`src/rtl/intr_ctrl.sv`:
```
// intr_ctrl: edge-triggered interrupt collector with mask, fixed priority and
// a request/acknowledge/return handshake towards the CPU.
module intr_ctrl #(
  parameter int NUM_SRC = 8,
  parameter int ID_W    = 3,
  parameter int CNT_W   = 8
) (
  input  logic               Clk,
  input  logic               Clrn,
  input  logic [NUM_SRC-1:0] IrqIn,
  input  logic               MaskWe,
  input  logic [NUM_SRC-1:0] MaskIn,
  input  logic               Inta,
  input  logic               Eret,
  output logic               Intr,
  output logic [ID_W-1:0]    IntId,
  output logic               Busy,
  output logic [NUM_SRC-1:0] Pending,
  output logic [NUM_SRC-1:0] Mask,
  output logic [CNT_W-1:0]   ServCnt
);
  typedef enum logic [1:0] {IDLE, REQ, SERV} state_t;
  state_t             r_state, w_state_n;
  logic [NUM_SRC-1:0] r_irq_q, r_pend, r_mask, w_rise, w_elig, w_clr;
  logic [ID_W-1:0]    r_id, w_sel;
  logic [CNT_W-1:0]   r_cnt;
  logic               r_intr, r_busy, w_ack, w_load;
  assign w_rise = IrqIn & ~r_irq_q;
  assign w_elig = r_pend & r_mask;
  assign w_ack  = (r_state == REQ) && Inta;
  assign w_load = (w_state_n == REQ) && (r_state != REQ);
  // Lowest eligible index wins; the clear vector targets the acknowledged source.
  always_comb begin
    w_sel = '0;
    w_clr = '0;
    for (int i = NUM_SRC - 1; i >= 0; i--) begin
      w_sel    = w_elig[i] ? ID_W'(i) : w_sel;
      w_clr[i] = w_ack && (r_id == ID_W'(i));
    end
  end
  always_comb begin
    w_state_n = r_state;
    w_state_n = (r_state == IDLE) ? (|w_elig ? REQ : IDLE) :
                (r_state == REQ)  ? (Inta ? SERV : REQ) :
                (Eret ? (|w_elig ? REQ : IDLE) : SERV);
  end
  always_ff @(posedge Clk or negedge Clrn) begin
    if (!Clrn) begin
      r_state <= IDLE;
      r_irq_q <= '0;
      r_pend  <= '0;
      r_mask  <= '0;
      r_intr  <= 1'b0;
      r_busy  <= 1'b0;
      r_id    <= '0;
      r_cnt   <= '0;
    end else begin
      r_state <= w_state_n;
      r_irq_q <= IrqIn;
      r_pend  <= (r_pend & ~w_clr) | w_rise;
      if (MaskWe) r_mask <= MaskIn;
      r_intr  <= (w_state_n == REQ);
      r_busy  <= (w_state_n == SERV);
      if (w_load) r_id <= w_sel;
      if (w_ack && (r_cnt != '1)) r_cnt <= r_cnt + CNT_W'(1);
    end
  end
  assign Intr    = r_intr;
  assign IntId   = r_id;
  assign Busy    = r_busy;
  assign Pending = r_pend;
  assign Mask    = r_mask;
  assign ServCnt = r_cnt;
endmodule

```
`config.mk`:
```
export PLATFORM = sky130hd
export DESIGN_NAME = intr_ctrl
export DESIGN_NICKNAME = d
export VERILOG_FILES = /design/src/rtl/intr_ctrl.sv
export SDC_FILE = /design/constraint.sdc
export NUM_CORES = 1
export LEC_CHECK = 0
export ABC_CLOCK_PERIOD_IN_PS = 5000
export CORE_ASPECT_RATIO = 0.5
export CORE_MARGIN = 3
export CORE_UTILIZATION = 48
export CTS_CLUSTER_DIAMETER = 200
export CTS_CLUSTER_SIZE = 12
export DETAILED_ROUTE_END_ITERATION = 10
export GPL_ROUTABILITY_DRIVEN = 0
export HOLD_SLACK_MARGIN = 0.02
export PLACE_DENSITY_LB_ADDON = 0.1
export SLEW_MARGIN = 25
export SYNTH_ARGS = -nofsm -noshare
export SYNTH_HDL_FRONTEND = slang
export SYNTH_SLANG_ARGS = --single-unit
```
`constraint.sdc`:
```
create_clock -name Clk -period 5 [get_ports Clk]
set_clock_uncertainty 0.1 [all_clocks]
set_input_delay 1.25 -clock Clk [delete_from_list [all_inputs] [get_ports Clk]]
set_output_delay 1.25 -clock Clk [all_outputs]
set_load 0.03 [all_outputs]
```
-- Word level (Yosys, flattened, before mapping)
Cells that the tools add are included.
- flip-flop bits (word level): 39
- input bits: 21
- word-level logic and storage cells: 54
- add/subtract/negate cells: 1
- equal/unequal tests: 12
- muxes and demuxes: 13
- bitwise operators: 6
- reduce and logical (&&, ||, !) cells: 14
- operators with widths (cell ; count):
    8-bit bitwise AND ; 3
    3-bit 2-to-1 mux ; 8
    8-bit NOT ; 2
    3-bit equality test (second input constant) ; 4
    1-bit logical AND ; 11
    8-bit by 1-bit adder with 8-bit output (second input constant) ; 1
    2-bit 2-to-1 mux ; 4
    8-bit != test (second input constant) ; 1
    8-bit bitwise OR ; 1
    8-bit OR reduction ; 1
    3-bit by 2-bit equality test with 1-bit output (second input constant) ; 2
    2-bit by 1-bit equality test with 1-bit output (second input constant) ; 2
    3-bit by 1-bit equality test with 1-bit output (second input constant) ; 1
    3-bit logical NOT ; 1
    2-bit equality test (second input constant) ; 1
    2-bit logical NOT ; 1
    2-bit by 1-bit != test with 1-bit output (second input constant) ; 1
    1-bit 2-to-1 mux ; 1

-- Logic depth before layout (Yosys ltp)
- depth in word-level cells: 9
- mapped depth: 5
- depth with buffers taken out: 5

-- Least setup slack after synthesis
OpenSTA, ideal clock, no wires.
- kind: input to register
- start: input port Inta
- end: register r_cnt[1], in the netlist ServCnt[1]
- arrival time: 1.909 ns
- slack: 2.866 ns
- stages on the path: 3
- buffers on the path: 0
- cells stage by stage: nand3b_4 > a31oi_4 > mux2_2
- longest elaborated chain between the ends: 2
- RTL lines (item ; RTL line ; RTL):
    from (decl) ; 13 ; input logic Inta,
    1-bit logical AND ; 30 ; assign w_ack = (r_state == REQ) && Inta;
    1-bit logical AND ; 65 ; if (w_ack && (r_cnt != '1)) r_cnt <= r_cnt + CNT_W'(1);
    to (signal assigned) ; 65 ;
    to (decl) ; 26 ; logic [CNT_W-1:0] r_cnt;
Every way passes these cells.
A chain may end at the register's enable or synchronous reset.

-- Final worst setup path
- start: register r_id[1], in the netlist IntId[1]
- end: output port IntId[1]
- RTL lines (item ; RTL line ; RTL):
    from (decl) ; 25 ; logic [ID_W-1:0] r_id, w_sel;
    from (signal assigned) ; 64 ; if (w_load) r_id <= w_sel;
    to (decl) ; 16 ; output logic [ID_W-1:0] IntId,
No word-level cell between the ends.

==> qor.yml <==
status: "completed"
period_minus_slack_ns: 2.80
start_kind: "register"
vias: 1200
yosysWarnings: 0
synth_seq_cells: 39
totalWireLength_um: 3370
cts_buffers: 5
wl_per_cell_um: 15.1
cts_sinks: 39
antennaDiodeCount: 0
cpMaxStageDelayCell: "clkdlybuf4s50_1"
synth_top_area_cell: "dfrtp_1"
io_buffers: 49
drtAntennaViolNets: 0
grtUsageTotal_pct: 17.8
fp.dieW_um: 87.6
syn_nets: 149
tightest_slew_ns: 0.843
grt_pass1_wl_um: 5280
cellPowerDensity_mw_per_mm2: 518
clock_latency_ns: 0.29
yosysMostFrequentCell: "dfrtp_1"
cts_buffer_depth: 2
setup_viol: 0
clk_pin_slew_ns: 0.07
via_per_inst: 5.38
cts_setup_buffers: 0
synth_cell_type_count: 31
dieArea_mm2: 0.00410
hold_buffers: 0
tns_ns: 0
final_area_mm2: 0.00221
place_area_mm2: 0.00213
synth_commonest_cells: "39 x dfrtp_1, 17 x o21ai_0, 10 x mux2_2, 10 x nand2_1, 9 x inv_1"
required_ns: 3.65
crit_path_end_kind: "primary output"
route.detailed.drc: 0
slowest_delay_ns: 0.71
cap_violations: 0
cts_root_buffer: "clkbuf_8"
hold_class: "register to register"
dr.pass1.iters: 6
power_leakage_uw: 0.000920
core_mm2: 0.00308
postSynthCellCount: 127
hold_viol: 0
synth.area.top_cells: "dfrtp_1 61%, mux2_2 7.0%, o21ai_0 5.3%, xnor2_1 3.3%, nand2_1 2.3%"
nets: 204
synth.top_cell.area_share_pct: 61.0
maxSlewViolCount: 0
grt_max_degree: 40
die_y_um: 46.8
yosysSeqAreaShare_pct: 61.0
crit_chain: "clkdlybuf4s50_1"
path_buf_inv: 1
cts_tree: "built"
first_global_vias: 1068
final_layout_size_suffix_gt1_share_pct: 13.7
synth_area_mm2: 0.00160
antenna_found_initial: 0
cts_max_level: 2
place_ws_ns: 2.24
period_share_pct: 56.1
syn2layout_area_growth_pct: 38.3
syn_area_per_cell_um2: 12.6
ios: 50
relSlewSlack_pct: 43.8
async_reset_ff_share_pct: 100
synthFlopType: "dfrtp_1"
path_max_fanout: 7
post-dp-hpwl_um: 2470
crit_type: "register to primary output"
cp_top_family: "buffers and inverters"
ctsResizeCount: 0
initialDrtViolationCount: 72
finalWorstSetupSlack_ns: 2.20
start_util_pct: 51.9
synth_edf_count: 0
fillers: 216
arrival_ns: 1.45
timing.fmax_mhz: 357
num_rows: 14
rsz0062_at_grt: "false"
vdd_drop_max_mv: 0.345
grt.overflow.total: 0
[path summary, 6_finish.rpt]
kind,start,to,slack (ns),depth (start not counted)
worst max register to register,ServCnt[0],ServCnt[1],3.26,4
worst min register to register,r_irq_q[7],Pending[7],0.32,1
max in group asynchronous,Clrn,r_state[1],3.30,1
worst max-delay path,IntId[1],IntId[1],2.20,1
min in group asynchronous,Clrn,Mask[7],0.96,1
worst min-delay path,r_irq_q[7],Pending[7],0.32,1
[through the flow]
step	power, µW	hold WS, ns	util [%]	cells
2_1_floorplan	748	0.300	-	127
5_1_grt	1210	0.329	71.8	223
6_report	1150	0.316	71.8	223
4_1_cts	1150	0.321	71.8	223
3_3_place_gp	939	0.304	69.1	215
3_5_place_dp	950	0.311	69.1	215
[flip-flops by register name, summed over array words and instances (netlist names)]
name,cells
ServCnt,8
Mask,8
Pending,8
Intr,1
r_state,2
IntId,3
r_irq_q,8
Busy,1
[worst register-to-register path, stage by stage, from the launching register on]
cell and delay (ns):
dfrtp_1 0.43, ha_1 0.23, and3_2 0.24, a31oi_4 0.27, mux2_2 0.36
[cell usage in the layout, fill, tap and decap left out, types with 2 or more instances in the layout]
| master | n |
|---|---|
| a21oi_1 | 4 |
| nand4_1 | 4 |
| nand2_1 | 10 |
| a22oi_2 | 2 |
| clkbuf_8 | 5 |
| xnor2_1 | 6 |
| o21ai_0 | 17 |
| a32oi_1 | 2 |
| dfrtp_1 | 39 |
| o31ai_1 | 2 |
| mux2_2 | 10 |
| inv_1 | 9 |
| clkbuf_1 | 2 |
| nand2b_1 | 3 |
| clkdlybuf4s50_1 | 48 |
[layout make-up]
class,instances,area (µm²),share of cell area [%]
clock buffer,7,76.3,3.45
multi-input combinational,78,586,26.5
inverter,9,33.8,1.53
clock inverter,1,5.00,0.226
sequential,39,976,44.1
timing repair buffer,49,485,21.9
tap,40,50.0,2.26
[routing by layer]
metal / up-vias / global-route usage, % / share of wire, %
met5: - / 0 / 0
met4: 0 / 5.20 / 0.80
met3: 5 / 7.18 / 8.6
met2: 42 / 27.7 / 45
met1: 586 / 23.4 / 45
li1: 567 / - / -
[report_power, final]
group | switching [µW] | internal [µW] | total [µW] | leakage [µW]
combinational | 255 | 211 | 466 | 0.000431
clock | 104 | 97.9 | 202 | 0.0000422
sequential | 86.5 | 391 | 478 | 0.000447
[cells by family (layout without fill, tap and decap cells)]
kind of cell / after synthesis / after routing / synth area share, %
XOR/XNOR: 7 / 7 / 3.83
buffers and inverters: 10 / 66 / 2.35
AO/OA/AOI/OAI: 34 / 34 / 15.0
multiplexers: 11 / 11 / 7.75
flip-flops: 39 / 39 / 61.0
adder cells (fa/ha/maj): 1 / 1 / 0.782
AND/OR/NAND/NOR: 25 / 25 / 9.23
(Power assumes the default switching activity.)
